**config.mk**
```make
export PLATFORM = sky130hd
export DESIGN_NAME = ren_tile_sched_flat
export DESIGN_NICKNAME = d
export VERILOG_FILES = /design/src/rtl/ren_pkg.sv /design/src/rtl/ren_tile_sched_if.sv /design/src/rtl/ren_tile_sched_arb.sv /design/src/rtl/ren_tile_sched.sv /design/src/flat_wrapper.sv
export SDC_FILE = /design/constraint.sdc
export NUM_CORES = 1
export LEC_CHECK = 0
export ABC_AREA = 1
export CORE_ASPECT_RATIO = 1.1
export CORE_UTILIZATION = 30
export DETAILED_ROUTE_END_ITERATION = 6
export PLACE_DENSITY_LB_ADDON = 0.25
export SYNTH_ARGS = -nofsm -noshare
export SYNTH_HDL_FRONTEND = slang
export SYNTH_HIERARCHICAL = 1
export SYNTH_SLANG_ARGS = --single-unit
```
**constraint.sdc**
```tcl
create_clock -name clk -period 2.4 [get_ports clk]
set_clock_uncertainty 0.1 [all_clocks]
set_input_delay 0.48 -clock clk [delete_from_list [all_inputs] [get_ports clk]]
set_output_delay 0.48 -clock clk [all_outputs]
set_load 0.02 [all_outputs]
```
**src/rtl/ren_pkg.sv**
```systemverilog
// Shared renderer definitions: arbitration FSM states, tile source
// encoding and the fixed tile size stamped on binner entries.
package ren_pkg;

    typedef enum logic {
        R_PRI   = 1'b0,
        B_FORCE = 1'b1
    } arb_state_e;

    typedef enum logic {
        SRC_BIN = 1'b0,
        SRC_RAS = 1'b1
    } src_e;

    localparam int BIN_TILE_SIZE = 16;

endpackage

```
**src/rtl/ren_tile_sched_if.sv**
```systemverilog
// Tile scheduler bus: binner and rasterizer request channels plus the
// queue write port. Stats outputs exist only with REN_SCHED_STATS_EN.
interface ren_tile_sched_if #(
    parameter int TW = 8,
    parameter int SW = 6
);
    logic [TW-1:0] i_tile_x_b, i_tile_y_b;
    logic          i_valid_b, o_ready_b;

    logic [TW-1:0] i_tile_x_r, i_tile_y_r;
    logic [SW-1:0] i_tile_size_r;
    logic          i_valid_r, o_ready_r;

    logic [TW-1:0] o_tile_x, o_tile_y;
    logic [SW-1:0] o_tile_size;
    logic          o_src, o_push, i_full;

`ifdef REN_SCHED_STATS_EN
    logic [15:0]   o_cnt_b, o_cnt_r;

    modport slave (
        input  i_tile_x_b, i_tile_y_b, i_valid_b, i_tile_x_r, i_tile_y_r,
               i_tile_size_r, i_valid_r, i_full,
        output o_ready_b, o_ready_r, o_tile_x, o_tile_y, o_tile_size,
               o_src, o_push, o_cnt_b, o_cnt_r
    );
    modport master (
        output i_tile_x_b, i_tile_y_b, i_valid_b, i_tile_x_r, i_tile_y_r,
               i_tile_size_r, i_valid_r, i_full,
        input  o_ready_b, o_ready_r, o_tile_x, o_tile_y, o_tile_size,
               o_src, o_push, o_cnt_b, o_cnt_r
    );
`else
    modport slave (
        input  i_tile_x_b, i_tile_y_b, i_valid_b, i_tile_x_r, i_tile_y_r,
               i_tile_size_r, i_valid_r, i_full,
        output o_ready_b, o_ready_r, o_tile_x, o_tile_y, o_tile_size,
               o_src, o_push
    );
    modport master (
        output i_tile_x_b, i_tile_y_b, i_valid_b, i_tile_x_r, i_tile_y_r,
               i_tile_size_r, i_valid_r, i_full,
        input  o_ready_b, o_ready_r, o_tile_x, o_tile_y, o_tile_size,
               o_src, o_push
    );
`endif

endinterface

```
**src/rtl/ren_tile_sched_arb.sv**
```systemverilog
// Rasterizer-priority arbiter with binner anti-starvation: after
// MAX_BURST consecutive rasterizer grants while the binner waited, the
// binner is forced through once.
module ren_tile_sched_arb
    import ren_pkg::*;
#(
    parameter int MAX_BURST = 4
) (
    input  logic clk,
    input  logic rst,
    input  logic valid_b,
    input  logic valid_r,
    input  logic can_grant,
    output logic ready_b,
    output logic ready_r
);
    localparam int CW = $clog2(MAX_BURST + 1);

    arb_state_e    state_q, state_nxt;
    logic [CW-1:0] cnt_q, cnt_nxt;

    // State and starve counter registers
    always_ff @(posedge clk) begin
        if (rst) begin
            state_q <= R_PRI;
            cnt_q   <= '0;
        end else begin
            state_q <= state_nxt;
            cnt_q   <= cnt_nxt;
        end
    end

    // Grant selection and next state; everything holds while no grant is possible
    always_comb begin
        ready_b   = 1'b0;
        ready_r   = 1'b0;
        state_nxt = state_q;
        cnt_nxt   = cnt_q;
        if (can_grant) begin
            case (state_q)
                R_PRI: begin
                    if (valid_r) ready_r = 1'b1;
                    else         ready_b = 1'b1;
                    // Only a rasterizer win over a waiting binner counts as starvation
                    if (valid_r && valid_b) cnt_nxt = cnt_q + 1'b1;
                    else                    cnt_nxt = '0;
                    if (cnt_nxt == CW'(MAX_BURST)) state_nxt = B_FORCE;
                end
                B_FORCE: begin
                    // Either the binner transfers now or it has withdrawn
                    ready_b   = 1'b1;
                    cnt_nxt   = '0;
                    state_nxt = R_PRI;
                end
                default: state_nxt = R_PRI;
            endcase
        end
    end

endmodule

```
**src/rtl/ren_tile_sched.sv**
```systemverilog
// Tile scheduler: merges binner and rasterizer tile requests into a
// single-entry output register feeding the tile queue.
// Optional per-source push counters: REN_SCHED_STATS_EN.
module ren_tile_sched
    import ren_pkg::*;
#(
    parameter int TW        = 8,
    parameter int SW        = 6,
    parameter int MAX_BURST = 4
) (
    input  logic                      clk,
    input  logic                      rst,
    ren_tile_sched_if.slave           bus
);
    logic          out_vld;
    logic [TW-1:0] out_x, out_y;
    logic [SW-1:0] out_size;
    src_e          out_src;
    logic          rst_q;
    logic          push, can_grant, ready_b, ready_r;

    // Queue writes whenever an entry is held and there is room; reset discards it
    assign push      = out_vld & ~bus.i_full & ~rst;
    // Grants stay off during reset and the cycle after it
    assign can_grant = (~out_vld | push) & ~rst & ~rst_q;

    ren_tile_sched_arb #(.MAX_BURST(MAX_BURST)) u_arb (
        .clk       (clk),
        .rst       (rst),
        .valid_b   (bus.i_valid_b),
        .valid_r   (bus.i_valid_r),
        .can_grant (can_grant),
        .ready_b   (ready_b),
        .ready_r   (ready_r)
    );

    assign bus.o_ready_b   = ready_b;
    assign bus.o_ready_r   = ready_r;
    assign bus.o_push      = push;
    assign bus.o_tile_x    = out_x;
    assign bus.o_tile_y    = out_y;
    assign bus.o_tile_size = out_size;
    assign bus.o_src       = out_src;

    // Delayed reset keeps the readies low for one cycle after reset
    always_ff @(posedge clk) begin
        rst_q <= rst;
    end

    // Output entry: load on transfer (may overlap a push), clear on push alone
    always_ff @(posedge clk) begin
        if (rst) begin
            out_vld  <= 1'b0;
            out_x    <= '0;
            out_y    <= '0;
            out_size <= '0;
            out_src  <= SRC_BIN;
        end else if (ready_r && bus.i_valid_r) begin
            out_vld  <= 1'b1;
            out_x    <= bus.i_tile_x_r;
            out_y    <= bus.i_tile_y_r;
            out_size <= bus.i_tile_size_r;
            out_src  <= SRC_RAS;
        end else if (ready_b && bus.i_valid_b) begin
            out_vld  <= 1'b1;
            out_x    <= bus.i_tile_x_b;
            out_y    <= bus.i_tile_y_b;
            out_size <= SW'(BIN_TILE_SIZE);
            out_src  <= SRC_BIN;
        end else if (push) begin
            out_vld  <= 1'b0;
        end
    end

`ifdef REN_SCHED_STATS_EN
    logic [15:0] cnt_b, cnt_r;

    // Saturating per-source push counters
    always_ff @(posedge clk) begin
        if (rst) begin
            cnt_b <= '0;
            cnt_r <= '0;
        end else if (push) begin
            if (out_src == SRC_RAS) begin
                if (cnt_r != 16'hFFFF) cnt_r <= cnt_r + 16'd1;
            end else begin
                if (cnt_b != 16'hFFFF) cnt_b <= cnt_b + 16'd1;
            end
        end
    end

    assign bus.o_cnt_b = cnt_b;
    assign bus.o_cnt_r = cnt_r;
`endif

endmodule

```
**src/flat_wrapper.sv**
```systemverilog
// flat-port wrapper written by rule: the top's interface ports become plain ports
module ren_tile_sched_flat import ren_pkg::*;
#(
    parameter int TW        = 8,
    parameter int SW        = 6,
    parameter int MAX_BURST = 4
)
  (clk, rst, bus_i_tile_x_b, bus_i_tile_y_b, bus_i_valid_b, bus_i_tile_x_r, bus_i_tile_y_r, bus_i_tile_size_r, bus_i_valid_r, bus_i_full, bus_o_ready_b, bus_o_ready_r, bus_o_tile_x, bus_o_tile_y, bus_o_tile_size, bus_o_src, bus_o_push);
  ren_tile_sched_if #(.TW(TW), .SW(SW)) bus_i ();
  input  logic clk;
  input  logic rst;
  input wire logic [$bits(bus_i.i_tile_x_b)-1:0] bus_i_tile_x_b;
  input wire logic [$bits(bus_i.i_tile_y_b)-1:0] bus_i_tile_y_b;
  input wire logic [$bits(bus_i.i_valid_b)-1:0] bus_i_valid_b;
  input wire logic [$bits(bus_i.i_tile_x_r)-1:0] bus_i_tile_x_r;
  input wire logic [$bits(bus_i.i_tile_y_r)-1:0] bus_i_tile_y_r;
  input wire logic [$bits(bus_i.i_tile_size_r)-1:0] bus_i_tile_size_r;
  input wire logic [$bits(bus_i.i_valid_r)-1:0] bus_i_valid_r;
  input wire logic [$bits(bus_i.i_full)-1:0] bus_i_full;
  output wire logic [$bits(bus_i.o_ready_b)-1:0] bus_o_ready_b;
  output wire logic [$bits(bus_i.o_ready_r)-1:0] bus_o_ready_r;
  output wire logic [$bits(bus_i.o_tile_x)-1:0] bus_o_tile_x;
  output wire logic [$bits(bus_i.o_tile_y)-1:0] bus_o_tile_y;
  output wire logic [$bits(bus_i.o_tile_size)-1:0] bus_o_tile_size;
  output wire logic [$bits(bus_i.o_src)-1:0] bus_o_src;
  output wire logic [$bits(bus_i.o_push)-1:0] bus_o_push;
  assign bus_i.i_tile_x_b = bus_i_tile_x_b;
  assign bus_i.i_tile_y_b = bus_i_tile_y_b;
  assign bus_i.i_valid_b = bus_i_valid_b;
  assign bus_i.i_tile_x_r = bus_i_tile_x_r;
  assign bus_i.i_tile_y_r = bus_i_tile_y_r;
  assign bus_i.i_tile_size_r = bus_i_tile_size_r;
  assign bus_i.i_valid_r = bus_i_valid_r;
  assign bus_i.i_full = bus_i_full;
  assign bus_o_ready_b = bus_i.o_ready_b;
  assign bus_o_ready_r = bus_i.o_ready_r;
  assign bus_o_tile_x = bus_i.o_tile_x;
  assign bus_o_tile_y = bus_i.o_tile_y;
  assign bus_o_tile_size = bus_i.o_tile_size;
  assign bus_o_src = bus_i.o_src;
  assign bus_o_push = bus_i.o_push;
  ren_tile_sched #(.TW(TW), .SW(SW), .MAX_BURST(MAX_BURST)) u_core (.clk(clk), .rst(rst), .bus(bus_i));
endmodule
```
; ---- Word level (Yosys, flattened, before mapping)
; Cells that the tools add are included.
[op_classes]
n_addsub = 1
n_eq_ne = 1
muxes = 23
bitwise = 10
reduce_logical = 5
[ops]
columns = operator, count
row1 = $mux 8, 4
row2 = $mux 6, 2
row3 = $mux 1, 11
row4 = $mux 3, 3
row5 = $pmux 3 s2, 1
row6 = $not 1->1, 5
row7 = $and 1x1->1, 4
row8 = $pmux 1 s2, 2
row9 = $add 3x1->3 const B, 1
row10 = $eq 3x3->1 const B, 1
row11 = $logic_and 1x1->1, 3
row12 = $reduce_bool 3->1, 1
row13 = $reduce_bool 2->1, 1
row14 = $or 1x1->1, 1
[word_totals]
regBits = 29
input_bits = 43
output_inout_bits = 26
elab_cells = 48

; ---- Longest topological paths before layout
; Gate-level depths: netlist of run 1.
[depth]
ltp_word = 10
mapped_depth = 13
depth_no_buf = 10

; ---- Hierarchy
; Netlist of run 1, hierarchy kept.
[by_module_without_submodules]
columns = mod, n_inst, cells_each, area_each_um2, seq_area_each_um2
row1 = ren_tile_sched, 1, 197, 1281.2, 500.5
row2 = ren_tile_sched_arb, 1, 32, 231.5, 80.1

; ---- Least setup slack after synthesis of run 1
; No wires, ideal clock.
[synth_timing]
path_type = input port to flip-flop
startpoint = input rst
endpoint = register u_core.out_x[1] (netlist: u_core/bus.o_tile_x[1])
setup_ps = 111
arrival_time_ps = 2126
required_ps = 2189
path_slack_ps = 63
path_stages = 12
path_buffers = 2
path_cell_list = buf_2 > o21ai_0 > nand2_1 > inv_1 > inv_1 > a21oi_1 > nand2_2 > nand2_2 > buf_4 > nand2_1 > nor2_1 > nor2_1
[synth_via]
elab_chain_cells = 8
word_cells_on_any_way = 11
cone_classes = mux (3) / bitwise (5) / reduce/logical (3)
[synth_rtl]
columns = element, line
row1 = "start, declared", flat_wrapper.sv:11  ; input logic rst;
row2 = $not 1->1 *, "ren_tile_sched.sv:23, ren_tile_sched.sv:25"
row3 = $and 1x1->1, ren_tile_sched.sv:23  ; assign push = out_vld & ~bus.i_full & ~rst;
row4 = $or 1x1->1, ren_tile_sched.sv:25  ; assign can_grant = (~out_vld | push) & ~rst & ~rst_q;
row5 = $and 1x1->1 * (2 in a row), ren_tile_sched.sv:25
row6 = via u_core.can_grant, ren_tile_sched.sv:20  ; logic push, can_grant, ready_b, ready_r;
row7 = $mux 1 *, ren_tile_sched_arb.sv:39  ; if (can_grant) begin
row8 = via bus_o_ready_b, flat_wrapper.sv:20  ; output wire logic [$bits(bus_i.o_ready_b)-1:0] bus_o_ready_b;
row9 = $logic_and 1x1->1 *, ren_tile_sched.sv:64  ; end else if (ready_b && bus.i_valid_b) begin
row10 = $reduce_bool 2->1 (no line) *, n/a
row11 = "end signal, assigned", ren_tile_sched.sv:60  ; out_x <= bus.i_tile_x_r;
row12 = "end signal, assigned", ren_tile_sched.sv:66  ; out_x <= bus.i_tile_x_b;
row13 = "end, declared", ren_tile_sched.sv:16  ; logic [TW-1:0] out_x, out_y;
; Mark *: on every way through the listed nets, which the timed path passes. The rest lies on a longest branch.
; A chain may end at the register's enable or synchronous reset.

; ---- Worst setup path after layout of run 1
[layout_timing]
startpoint = input rst
endpoint = output bus_o_push
[layout_via]
elab_chain_cells = 2
[layout_rtl]
columns = element, line
row1 = $not 1->1, ren_tile_sched.sv:23
row2 = $and 1x1->1, ren_tile_sched.sv:23
row3 = "end, declared", flat_wrapper.sv:26  ; output wire logic [$bits(bus_i.o_push)-1:0] bus_o_push;
; No other way between the ends.

==> flow_metrics.tcl, run 1 <==
set metrics [dict create \
    layout_min_cycle_time_ns 2.23 \
    layout_commonest_cell "clkdlybuf4s50_1" \
    p_per_area_mw_per_mm2 477 \
    reg2reg_from "u_core/out_vld$_SDFFE_PP0P_" \
    die_h_um 76.5 \
    hold_class "register to register" \
    max_stage_delay_ns 0.51 \
    synth_top_family_by_area "simple AND/OR/NAND/NOR gates" \
    maxSlewViolCount 0 \
    worst_skew_pair.late_latency_ns 0.28 \
    clockRootBuffer "clkbuf_8" \
    rsz0062_at_grt "false" \
    grt_max_degree 27 \
    yosys.area.top_type "dfxtp_1" \
    ys_warn_count 6 \
    start_util_pct 31.8 \
    fin_cells 367 \
    rows 26 \
    hold_violations 0 \
    grt_overflow_total 0 \
    synth.top_cell.area_share_pct 38.4 \
    synth.area.top_cells "dfxtp_1 38%, nand2_1 15%, nor2_1 13%" \
    min_to "u_core/bus.o_src$_SDFFE_PP0P_" \
    critical_path.max_fanout 12 \
    layout.nets 354 \
    hpwl_mm 2.57 \
    cts_sinks 29 \
    routed_via_density 4.30 \
    synth-compound-area-share_pct 5.21 \
    status "completed" \
    cts_tree "built" \
    wl_mm 3.61 \
    ctsHtreeMaxLevel 2 \
    synth_xor_xnor_area_share_pct 0 \
    fin_tns_setup_ns 0 \
    cp_cell_sequence "clkdlybuf4s50_1, buf_4, inv_2, nand2_1, nor2_1, dlygate4sd2_1" \
    ir_drop_v 0.000310 \
    grt_pass1_vias 1445 \
    critPathRequiredTime_ns 1.82 \
    portBuffers 68 \
    setup_viol 0 \
    critical-path-top-delay-family "buffers and inverters" \
    fin_util_pct 50.8 \
    clk_path_buf_depth 2 \
    synthMuxAreaShare_pct 0 \
    whs_path_depth 2 \
    seq_area_um2 581 \
    r2r_setup_slack_ns 0.68 \
    slowest_stage "clkdlybuf4s50_1" \
    tightest_slew_ns 0.264 \
    grt_use_total_pct 14.1 \
    synthCells 229 \
    hold_ws_ns 0.366 \
    die_area_mm2 0.00533 \
    cp-start-kind "input port" \
    wire_per_inst_um 9.84 \
    path_clk_slew_ns 0.06 \
    postCtsHoldBufs 0 \
    crit-reg2reg-capture "u_core/bus.o_tile_size[0]$_SDFFE_PP0P_" \
    endpoint_kind "primary output" \
    antenna_left 0 \
    antenna_found_initial 0 \
    grt_pass1_wl_mm 6.11 \
    numPlacedInstances 359 \
    maxCapViolCount 0 \
    syn_area_mm2 0.00151 \
    drc 0 \
    cts_setup_buffers 0 \
    ys_types 20 \
    num-fill-cells 486 \
    worst-path-buf-inv 4 \
    gp_congestion 0.690 \
    vias 1577 \
    slew-limit-headroom_pct 82.4 \
    total_power_mw 1.15 \
    synthSimpleGateAreaFrac_pct 43.1 \
    most-common-layout-cells "65 x clkdlybuf4s50_1, 62 x nand2_1, 54 x nor2_1" \
    syn_avg_cell_area_um2 6.61 \
    ys_seq_area_share_pct 38.4 \
    core_area_mm2 0.00475 \
    min_from "u_core/bus.o_src$_SDFFE_PP0P_" \
    drt_first_pass_iters 4 \
    synthAdderAreaFrac_pct 0.827 \
    reg2reg_depth 11 \
    first_iter_violations 79 \
    num_io_pins 69 \
    drive_gt1_share_pct 12.2 \
    path_class "input port to primary output" \
    post-route-period-util_pct 92.8 \
    ys_ff_latch 29 \
    syn_nets 273 \
    area_growth_pct 59.5 \
    num_antenna_cells 0 \
    p_leak_nw 1.15 \
    cts_buffers 5 \
    die_w_um 69.7 \
    multiInputGateArea_um2 747 \
    fmax_mhz 449 \
    cp.arrival_ns 1.65 \
]
## repair_timing
item	4_1_cts	5_1_grt
setup endpoints to repair	3	2
cloned	0	0
resized for setup	9	2
## synthesized netlist by cell type, drive strengths merged
| master | number |
|---|---|
| ha | 1 |
| dfxtp | 29 |
| a21oi | 12 |
| nor2 | 56 |
| inv | 26 |
| o21ai | 3 |
| nand3 | 6 |
| nand3b | 16 |
| buf | 11 |
| nand4 | 2 |
| nand2 | 67 |
## layer usage
metal	routed length (um)	vias up	GRT usage [%]	share of wire [%]
met1	1650	666	16.8	46
met3	324	6	6.61	9.0
met2	1590	49	22.4	44
li1	-	856	-	-
met5	0	-	0	0
met4	48	0	4.20	1.3
## state kept, by name, summed over array words and instances (netlist names)
name and flops:
u_core/u_arb/state_q 1, u_core/bus.o_tile_y 8, u_core/bus.o_tile_x 8, u_core/out_vld 1
u_core/bus.o_src 1, u_core/u_arb/cnt_q 3, u_core/bus.o_tile_size 6, u_core/rst_q 1
## cell families (layout without fill, tap and decap cells)
kind of cell	Yosys count	after routing
AO/OA/AOI/OAI	15	15
buffers and inverters	37	119
flip-flops	29	29
adder cells (fa/ha/maj)	1	1
AND/OR/NAND/NOR	147	147
## layout make-up
type	count	share of cell area [%]
Clock buffer	6	3.01
Clock inverter	2	0.415
Inverter	26	4.05
Multi-Input combinational cell	163	31.0
Sequential cell	29	24.1
Tap cell	56	2.90
Timing Repair Buffer	85	34.6
## worst max-delay path by stage
| stage | from | end | cells past startpoint |
|---|---|---|---|
| 6_report | rst | bus_o_push | 6 |
| 5_1_grt | rst | bus_o_ready_r | 7 |
| 4_1_cts | rst | bus_o_ready_r | 7 |
| 3_5_place_dp | rst | bus_o_ready_b | 7 |
| 3_3_place_gp | rst | bus_o_ready_b | 7 |
| 2_1_floorplan | rst | u_core/bus.o_tile_x[1]$_SDFFE_PP0P_ | 12 |
## power breakdown
part | internal [mW] | switching [mW]
combinational | 0.146 | 0.108
sequential | 0.503 | 0.00939
clock | 0.200 | 0.184
## stage by stage
| step | instance area [um2] | worst slack, ns |
|---|---|---|
| after CTS | 2410 | 0.0655 |
| after floorplan | 1510 | 0.0629 |
| after global placement | 2340 | -0.328 |
| after global routing | 2410 | 0.0286 |
| final | 2410 | 0.173 |
| after detailed placement | 2340 | -0.407 |
## worst min-delay path, cell delays in order, from the launching register on
cell     delay (ns)
dfxtp_1        0.31
nand2_1        0.06
a21oi_1        0.05
Power figures use the tool's default switching activity.
==> inputs of run 2 (changes only) <==
--- a/config.mk
+++ b/config.mk
@@ -6,6 +6,7 @@
 export NUM_CORES = 1
 export LEC_CHECK = 0
 export ABC_AREA = 1
+export CAP_MARGIN = 10
 export CORE_ASPECT_RATIO = 1.1
 export CORE_UTILIZATION = 30
 export DETAILED_ROUTE_END_ITERATION = 6
==> results of run 2 <==
The final DEF is identical to that of run 1; final timing and power are the same.
==> inputs of run 3 (changes only) <==
--- a/config.mk
+++ b/config.mk
@@ -10,6 +10,7 @@
 export CORE_ASPECT_RATIO = 1.1
 export CORE_UTILIZATION = 30
 export DETAILED_ROUTE_END_ITERATION = 6
+export MAX_ROUTING_LAYER = met4
 export PLACE_DENSITY_LB_ADDON = 0.25
 export SYNTH_ARGS = -nofsm -noshare
 export SYNTH_HDL_FRONTEND = slang
==> flow_metrics.tcl, run 3 (synthesis gave the netlist of run 1 again) <==
set metrics [dict create \
    status "completed" \
    hold_violations 0 \
    p_leak_nw 1.15 \
    grt_overflow_total 0 \
    multiInputGateArea_um2 747 \
    setup_viol 0 \
    start_util_pct 31.8 \
    maxCapViolCount 0 \
    grt_pass1_wl_mm 6.12 \
    maxSlewViolCount 0 \
    drc 0 \
    cts_tree "built" \
    area_growth_pct 59.5 \
    hold_class "register to register" \
    wl_mm 3.62 \
    endpoint_kind "primary output" \
    reg2reg_depth 11 \
    total_power_mw 1.15 \
    core_area_mm2 0.00475 \
    path_clk_slew_ns 0.07 \
    most-common-layout-cells "65 x clkdlybuf4s50_1, 62 x nand2_1, 54 x nor2_1" \
    die_area_mm2 0.00533 \
    gp_congestion 0.697 \
    num_antenna_cells 0 \
    cts_setup_buffers 0 \
    ir_drop_v 0.000310 \
    die_w_um 69.7 \
    layout.nets 354 \
    num_io_pins 69 \
    antenna_left 0 \
    crit_cells 6 \
    antenna_found_initial 0 \
    p_per_area_mw_per_mm2 478 \
    worst_skew_pair.late_latency_ns 0.28 \
    clk_path_buf_depth 2 \
    critPathRequiredTime_ns 1.82 \
    post-route-period-util_pct 92.9 \
    hold_ws_ns 0.366 \
    wire_per_inst_um 9.87 \
    critical_path.max_fanout 12 \
    grt_pass1_vias 1445 \
    ctsHtreeMaxLevel 2 \
    rsz0062_at_grt "false" \
    vias 1579 \
    worst-path-buf-inv 4 \
    postCtsHoldBufs 0 \
    layout_commonest_cell "clkdlybuf4s50_1" \
    grt_use_total_pct 14.5 \
    fmax_mhz 449 \
    max_stage_delay_ns 0.51 \
    num-fill-cells 486 \
    dpl_worst_slack_ns -0.407 \
    rows 26 \
    seq_area_um2 581 \
    clockRootBuffer "clkbuf_8" \
    drt_first_pass_iters 4 \
    tightest_slew_ns 0.264 \
    cts_sinks 29 \
    path_class "input port to primary output" \
    critical-path-top-delay-family "buffers and inverters" \
    portBuffers 68 \
    grt_max_degree 27 \
    cp-start-kind "input port" \
    first_iter_violations 75 \
    drive_gt1_share_pct 12.2 \
    cp_cell_sequence "clkdlybuf4s50_1, buf_4, inv_2, nand2_1, nor2_1, dlygate4sd2_1" \
    cts_buffers 5 \
    layout_min_cycle_time_ns 2.23 \
    whs_path_depth 2 \
    finalWorstSetupSlack_ns 0.171 \
    die_h_um 76.5 \
    hpwl_mm 2.57 \
    slowest_stage "clkdlybuf4s50_1" \
    slew-limit-headroom_pct 82.4 \
    cp.arrival_ns 1.65 \
    routed_via_density 4.30 \
]
run 3: cell counts in the layout (fill, tap and decap cells not counted):
Identical to the previous run, type by type.
run 3: worst paths after layout:
| check | to | slack (ns) | startpoint |
|---|---|---|---|
| hold reg to reg | u_core/bus.o_src$_SDFFE_PP0P_ | 0.37 | u_core/bus.o_src$_SDFFE_PP0P_ |
| setup / recovery | bus_o_push | 0.17 | rst |
| setup reg to reg | u_core/bus.o_tile_size[3]$_SDFFE_PP0P_ | 0.68 | u_core/out_vld$_SDFFE_PP0P_ |
| hold / removal | u_core/bus.o_src$_SDFFE_PP0P_ | 0.37 | u_core/bus.o_src$_SDFFE_PP0P_ |
run 3: where the power goes:
group          switching, mW  internal (mW)  leakage [nW]
Combinational          0.108          0.146         0.864
Clock                  0.185          0.200        0.0450
Sequential           0.00940          0.503         0.236
run 3: per-layer routing:
| layer | GRT usage (%) | wire length [um] | up-vias |
|---|---|---|---|
| met5 | - | 0 | - |
| met4 | 4.20 | 48 | 0 |
| met3 | 5.29 | 264 | 6 |
| met2 | 22.4 | 1590 | 51 |
| met1 | 17.6 | 1710 | 666 |
| li1 | - | - | 856 |
run 3: stage by stage:
stage | TNS [ns] | instance area, um2 | std cells | utilization (%)
finish | 0 | 2410 | 367 | 50.8
global route | 0 | 2410 | 367 | 50.8
CTS | 0 | 2410 | 367 | 50.8
detailed placement | -2.07 | 2340 | 359 | 49.2
global placement | -0.893 | 2340 | 359 | 49.2
floorplan | 0 | 1510 | 229 | -
run 3: timing repair:
| action | CTS | global route |
|---|---|---|
| resized for setup | 9 | 2 |
| hold endpoints to repair | 0 | 0 |
| setup endpoints to repair | 3 | 2 |
run 3: area by class of cell:
cell class,instances,area share [%]
clock buffers,6,3.01
clock inverters,2,0.415
inverters,26,4.05
multi-input cells,163,31.0
flip-flops and latches,29,24.1
well taps,56,2.90
repair buffers,85,34.6
run 3: worst register-to-register path, delay by kind of cell, from the launching register on:
kind | cells | cell delay [ns]
DFF | 1 | 0.32
buffers and inverters | 4 | 0.54
and+or+nand+nor | 5 | 0.45
AOI/OAI and AO/OA | 2 | 0.24
